## src/rtl/ifetch_pc_unit.sv

```systemverilog
// PC register and next-PC selection for the single-cycle MIPS core, with a sticky fetch-fault trap.
// Optional performance counters are built only when IFETCH_PERF_CNT_EN is defined.
module ifetch_pc_unit #(
    parameter logic [31:0] RESET_PC    = 32'h0000_0000,
    parameter int          IMEM_ADDR_W = 14
) (
    input  logic                   clock,
    input  logic                   reset_n,
    input  logic [31:0]            Instruction,
    input  logic [31:0]            Addr_Result,
    input  logic                   Zero,
    input  logic [31:0]            Read_data_1,
    input  logic                   Branch,
    input  logic                   nBranch,
    input  logic                   Jmp,
    input  logic                   Jal,
    input  logic                   Jr,
    input  logic                   Stall,
    output logic [IMEM_ADDR_W-1:0] Imem_addr,
    output logic [31:0]            PC,
    output logic [31:0]            PC_plus_4,
    output logic [31:0]            Link_addr,
    output logic                   Fetch_fault,
    output logic [31:0]            Fault_addr,
    output logic [31:0]            Fault_pc,
    output logic [31:0]            Instr_count,
    output logic [31:0]            Taken_count
);

    // Word-aligned bits that may be set in a legal fetch address.
    localparam logic [31:0] LEGAL_MASK = (IMEM_ADDR_W >= 30) ? 32'hFFFF_FFFC :
                                         (((32'd1 << (IMEM_ADDR_W + 2)) - 32'd1) & 32'hFFFF_FFFC);

    logic [31:0] pc_q, pc_d;
    logic        fault_q, fault_d;
    logic [31:0] fault_addr_q, fault_addr_d;
    logic [31:0] fault_pc_q, fault_pc_d;

    logic [31:0] pc_plus_4;
    logic [31:0] jump_target;
    logic [31:0] target;
    logic        taken;
    logic        redirect;
    logic        target_bad;
    logic        pc_update;

    logic unused_instr_bits;
    assign unused_instr_bits = ^Instruction[31:26];

    assign pc_plus_4   = pc_q + 32'd4;
    assign taken       = (Branch & Zero) | (nBranch & ~Zero);
    assign redirect    = Jr | Jmp | Jal | taken;
    assign jump_target = {pc_plus_4[31:28], Instruction[25:0], 2'b00};

    always_comb begin
        target = pc_plus_4;
        if (Jr) begin
            target = Read_data_1;
        end else if (Jmp | Jal) begin
            target = jump_target;
        end else if (taken) begin
            target = Addr_Result;
        end
    end

    // The sequential pc+4 path is never trapped, only explicit redirects.
    assign target_bad = redirect & ((target & ~LEGAL_MASK) != 32'd0);
    assign pc_update  = ~Stall & ~fault_q & ~target_bad;

    always_comb begin
        pc_d         = pc_q;
        fault_d      = fault_q;
        fault_addr_d = fault_addr_q;
        fault_pc_d   = fault_pc_q;
        if (!Stall && !fault_q) begin
            if (target_bad) begin
                fault_d      = 1'b1;
                fault_addr_d = target;
                fault_pc_d   = pc_q;
            end else begin
                pc_d = target;
            end
        end
    end

    always_ff @(posedge clock or negedge reset_n) begin
        if (!reset_n) begin
            pc_q         <= RESET_PC;
            fault_q      <= 1'b0;
            fault_addr_q <= 32'd0;
            fault_pc_q   <= 32'd0;
        end else begin
            pc_q         <= pc_d;
            fault_q      <= fault_d;
            fault_addr_q <= fault_addr_d;
            fault_pc_q   <= fault_pc_d;
        end
    end

`ifdef IFETCH_PERF_CNT_EN
    logic [31:0] instr_cnt_q, instr_cnt_d;
    logic [31:0] taken_cnt_q, taken_cnt_d;

    always_comb begin
        instr_cnt_d = instr_cnt_q;
        taken_cnt_d = taken_cnt_q;
        if (pc_update) begin
            instr_cnt_d = instr_cnt_q + 32'd1;
            if (redirect) begin
                taken_cnt_d = taken_cnt_q + 32'd1;
            end
        end
    end

    always_ff @(posedge clock or negedge reset_n) begin
        if (!reset_n) begin
            instr_cnt_q <= 32'd0;
            taken_cnt_q <= 32'd0;
        end else begin
            instr_cnt_q <= instr_cnt_d;
            taken_cnt_q <= taken_cnt_d;
        end
    end

    assign Instr_count = instr_cnt_q;
    assign Taken_count = taken_cnt_q;
`else
    logic unused_pc_update;
    assign unused_pc_update = pc_update;
    assign Instr_count      = 32'd0;
    assign Taken_count      = 32'd0;
`endif

    assign PC          = pc_q;
    assign PC_plus_4   = pc_plus_4;
    assign Link_addr   = pc_plus_4;
    assign Imem_addr   = pc_q[IMEM_ADDR_W+1:2];
    assign Fetch_fault = fault_q;
    assign Fault_addr  = fault_addr_q;
    assign Fault_pc    = fault_pc_q;

endmodule
```

## config.mk

```make
export PLATFORM = sky130hd
export DESIGN_NAME = ifetch_pc_unit
export DESIGN_NICKNAME = d
export VERILOG_FILES = /design/src/rtl/ifetch_pc_unit.sv
export SDC_FILE = /design/constraint.sdc
export NUM_CORES = 1
export LEC_CHECK = 0
export CAP_MARGIN = 20
export CORE_MARGIN = 10
export CORE_UTILIZATION = 31
export CTS_BUF_LIST = sky130_fd_sc_hd__clkbuf_4
export DETAILED_ROUTE_END_ITERATION = 10
export PLACE_DENSITY_LB_ADDON = 0.25
export RECOVER_POWER = 100
export SETUP_SLACK_MARGIN = 0.05
export SYNTH_ARGS = -nofsm -noshare
export SYNTH_HDL_FRONTEND = slang
export SYNTH_SLANG_ARGS = --single-unit
```

## constraint.sdc

```tcl
create_clock -name clock -period 11.9 [get_ports clock]
set_clock_uncertainty 0.2 [all_clocks]
set_input_delay 1.785 -clock clock [delete_from_list [all_inputs] [get_ports clock]]
set_output_delay 1.785 -clock clock [all_outputs]
set_load 0.02 [all_outputs]
```

==> summary.md <==
| Metric | Value |
|---|---|
| Clk buf depth | `2` |
| Htree depth | `3` |
| PostCTS Resize Cnt | `0` |
| Setup WS post-layout | `3.46 ns` |
| Clk Latency, worst-skew pair | `0.49 ns` |
| Routed via count | `5498` |
| Ranking of synthesized cells by area | `dfrtp_1 (37%), buf_4 (13%), mux2_4 (13%)` |
| Busiest grt layer | `met2` |
| Arrival @ worst endpoint | `8.61 ns` |
| Max-slew headroom | `-0.965` |
| Post-CTS Repair Setup Buffers | `0` |
| Worst vdd ir | `0.0429 mV` |
| CP top delay family | `buffers and inverters` |
| Max stage delay cell, worst path | `clkbuf_1` |
| Placed cells | `1118` |
| Reg2Reg Depth | `11` |
| Setup CP Type | `input pin to flip-flop` |
| Gpl congestion | `0.802` |
| Root buf cell | `clkbuf_4` |
| Max-cap viol count | `3` |
| Hold Crit Depth | `1` |
| Crit share post-route | `0.709` |
| Hold path endpoint | `Fault_addr[14]$_DFFE_PN0P_` |
| Grt met3 use | `0.0692` |
| Post-Synthesis Cells | `648` |
| Initial Util | `0.313` |
| Avg Inst Size Synth | `10.1 um2` |
| Post-CTS Hold Fix Bufs | `0` |
| Core footprint | `20900 um2` |
| Post-synth EDFFs | `0` |
| DP HPWL | `19300 um` |
| Nets@finish | `962` |
| Sw Ratio | `0.356` |
| Post-synthesis sequential area ratio | `0.372` |
| Static Leak | `4.24 nW` |
| Initial antenna violation count | `3` |
| Hold crit path type | `flip-flop to flip-flop` |
| Max Freq | `0.119 GHz` |
| DRC errors left | `0` |
| Yosys top cell area share | `0.372` |
| CTS clk-pin slew, worst paths | `0.16 ns` |
| Drt pass-1 iters | `4` |
| Flop-to-flop setup slack | `6.50 ns` |
| Worst EP required | `12.07 ns` |
| Overall Power | `0.776 mW` |
| Die Footprint | `27300 um2` |
| GR Layer Usage met1 | `0.215` |
| CTS sink count | `97` |
| Synth Flop Type | `dfrtp_1` |
| Startpoint Class | `input pin` |
| Critical Path Source | `Jr` |
| Synth area leader | `dfrtp_1` |
| Post-synthesis async set-or-reset flop share | `1.00` |
| RSZ-0062 raised after global routing | `false` |
| Final Setup Violations | `0` |
| CP cell instances | `buf_2 -> clkbuf_1 -> clkinv_1 -> nand3_1 -> o221ai_1 -> or3_1 -> or4b_1 -> or4_1 -> nor2b_1 -> buf_4 -> mux2_1` |
| Antenna Nets Post-Route | `0` |
| Synthesized area | `6530 um2` |
| PD cells | `88.3 nW/um2` |
| Hold Fails Final Rpt | `0` |
| Crit-path max cell delay | `1.58 ns` |
| Filler cell count | `2107` |
| WL/cell | `22.4 um` |
| Outcome | `finished, violations left` |
| Crit Reg-Reg Endpoint | `Fault_addr[23]$_DFFE_PN0P_` |
| Final Instance Count excl. Fillers | `1138` |
| Sequential share of power | `0.476` |
| WL final | `25500 um` |
| Overall Global Routing Usage | `0.180` |
| PortBufs | `273` |
| Final-report max-slew violation count | `119` |
| Largest net degree at the start of global routing | `78` |
| Yosys reg bits | `97` |
| First-pass GRT wire length | `36800 um` |
| Sw power | `0.276 mW` |
| Share of total power in combinational logic | `0.296` |
| Total congestion overflow | `0` |
| Pre-CTS setup slack | `4.42 ns` |
| Final min period | `8.44 ns` |
| Final TNS setup | `0 ns` |
| Ratio of cells with drive above 1 in the final layout | `0.0859` |
| GR Util met2 | `0.297` |
| Crit Path Max Fanout | `52` |
| Vias per inst | `4.83` |
| Least-Margin Pin Slew | `2.95 ns` |
| CTS tree | `done` |
| Clock network fraction of design power | `0.228` |
| I/O pin cnt | `344` |
| P_int | `0.500 mW` |
| Yosys warns | `0` |
| Hold_sp | `Fault_addr[14]$_DFFE_PN0P_` |
| Min Hold Slack | `0.302 ns` |
| Vias in the first global route | `5840` |
| Row cnt | `53` |
| Failing checks | `max-capacitance violations, max-slew violations` |
| Initial drt markers | `270` |
| Cts bufs inserted | `9` |
| CP bufs+invs | `4` |
| Die width | `165 um` |
| CP endpoint kind | `flip-flop` |
| Area Overhead vs Synth | `34.5%` |
| Die height | `165 um` |
| Worst R2R Start | `PC[2]$_DFFE_PN0P_` |
| Synth cell types | `60` |
worst max path at each step:
| stage | to | slack [ns] | cells past startpoint |
|---|---|---|---|
| 6_report | Fault_addr[23]$_DFFE_PN0P_ | 3.46 | 11 |
| 2_1_floorplan | PC[10]$_DFFE_PN0P_ | 6.73 | 11 |
| 5_1_grt | Fault_pc[17]$_DFFE_PN0P_ | 3.15 | 11 |
| 4_1_cts | PC[17]$_DFFE_PN0P_ | 4.97 | 11 |
| 3_3_place_gp | PC[14]$_DFFE_PN0P_ | 4.42 | 11 |
| 3_5_place_dp | PC[11]$_DFFE_PN0P_ | 4.42 | 11 |
power groups by stage:
stage | logic, mW | registers, mW | clock network, mW
after detailed placement | 0.256 | 0.377 | 0
after global placement | 0.256 | 0.377 | 0
after floorplan | 0.119 | 0.403 | 0
after global routing | 0.248 | 0.374 | 0.198
final | 0.229 | 0.369 | 0.177
after CTS | 0.257 | 0.372 | 0.188
cells in the mapped netlist (3+ instances only):
library cell  number
a211oi_1           3
a21oi_1           26
a2bb2oi_1          3
a31oi_1            5
and3_1             5
and4_1             9
buf_1              3
buf_2              3
buf_4            115
buf_6              7
clkbuf_1          16
clkbuf_2           4
dfrtp_1           97
inv_1             14
mux2_2            37
mux2_4            57
mux2i_1            7
nand2_1           45
nand3_1           25
nand4_1            8
nor2_1            41
nor3_1            10
nor4_1             3
o21a_1             3
o21ai_0           24
o31a_1             3
or2_2              3
or3_1             10
or4_1              3
xnor2_1           14
xor2_1             8
state kept, by name (all words and copies together) (netlist names):
| signal | cells |
|---|---|
| Fetch_fault | 1 |
| Fault_addr | 32 |
| PC | 32 |
| Fault_pc | 32 |
layout make-up:
type | instances | area [um2] | share of cell area
multi-input cells | 451 | 3040 | 0.346
repair buffers | 282 | 2790 | 0.317
flip-flops and latches | 97 | 2430 | 0.276
well taps | 275 | 344 | 0.0392
clock buffers | 10 | 75.1 | 0.00854
inverters | 15 | 56.3 | 0.00641
clock inverters | 6 | 51.3 | 0.00584
diodes | 2 | 5.00 | 0.000569
kinds of logic after synthesis:
| group | count (synthesis) | share of synthesized area |
|---|---|---|
| simple gates | 174 | 0.135 |
| buf+inv | 163 | 0.169 |
| mux | 101 | 0.205 |
| flops | 97 | 0.372 |
| compound gates | 89 | 0.0869 |
| xor+xnor | 22 | 0.0295 |
| fa+ha+maj | 1 | 0.00191 |
| other cells | 1 | 0.000574 |
metrics by stage:
step / util / cell area, um2
finish: 0.421 / 8790
global route: 0.421 / 8790
CTS: 0.431 / 9000
detailed placement: 0.425 / 8870
global placement: 0.425 / 8870
floorplan: - / 6770
layout by cell type (no fill, tap or decap), types with 4 or more instances in the layout:
master | Yosys | layout
dlygate4sd3_1 | 0 | 175
dfrtp_1 | 97 | 97
clkdlybuf4s50_1 | 0 | 96
conb_1 | 1 | 64
mux2_1 | 0 | 53
nand2_1 | 45 | 45
nor2_1 | 41 | 41
mux2_2 | 37 | 40
a21oi_1 | 26 | 26
nand3_1 | 25 | 25
o21ai_0 | 24 | 24
inv_1 | 14 | 14
xnor2_1 | 14 | 14
nor3_1 | 10 | 10
or3_1 | 10 | 10
clkbuf_4 | 0 | 10
and4_1 | 9 | 9
nand4_1 | 8 | 8
xor2_1 | 8 | 8
mux2i_1 | 7 | 6
and3_1 | 5 | 5
a31oi_1 | 5 | 5
buf_4 | 115 | 5
or4_1 | 3 | 4
clkbuf_1 | 16 | 4
per-layer routing:
| layer | up-vias | wire length, um | share of wire |
|---|---|---|---|
| met1 | 2690 | 10300 | 0.40 |
| met5 | - | 13 | 0.00051 |
| met3 | 24 | 2820 | 0.11 |
| met2 | 261 | 12000 | 0.47 |
| li1 | 2521 | - | - |
| met4 | 2 | 392 | 0.015 |
Note: power is estimated with default switching activity, not from simulation.
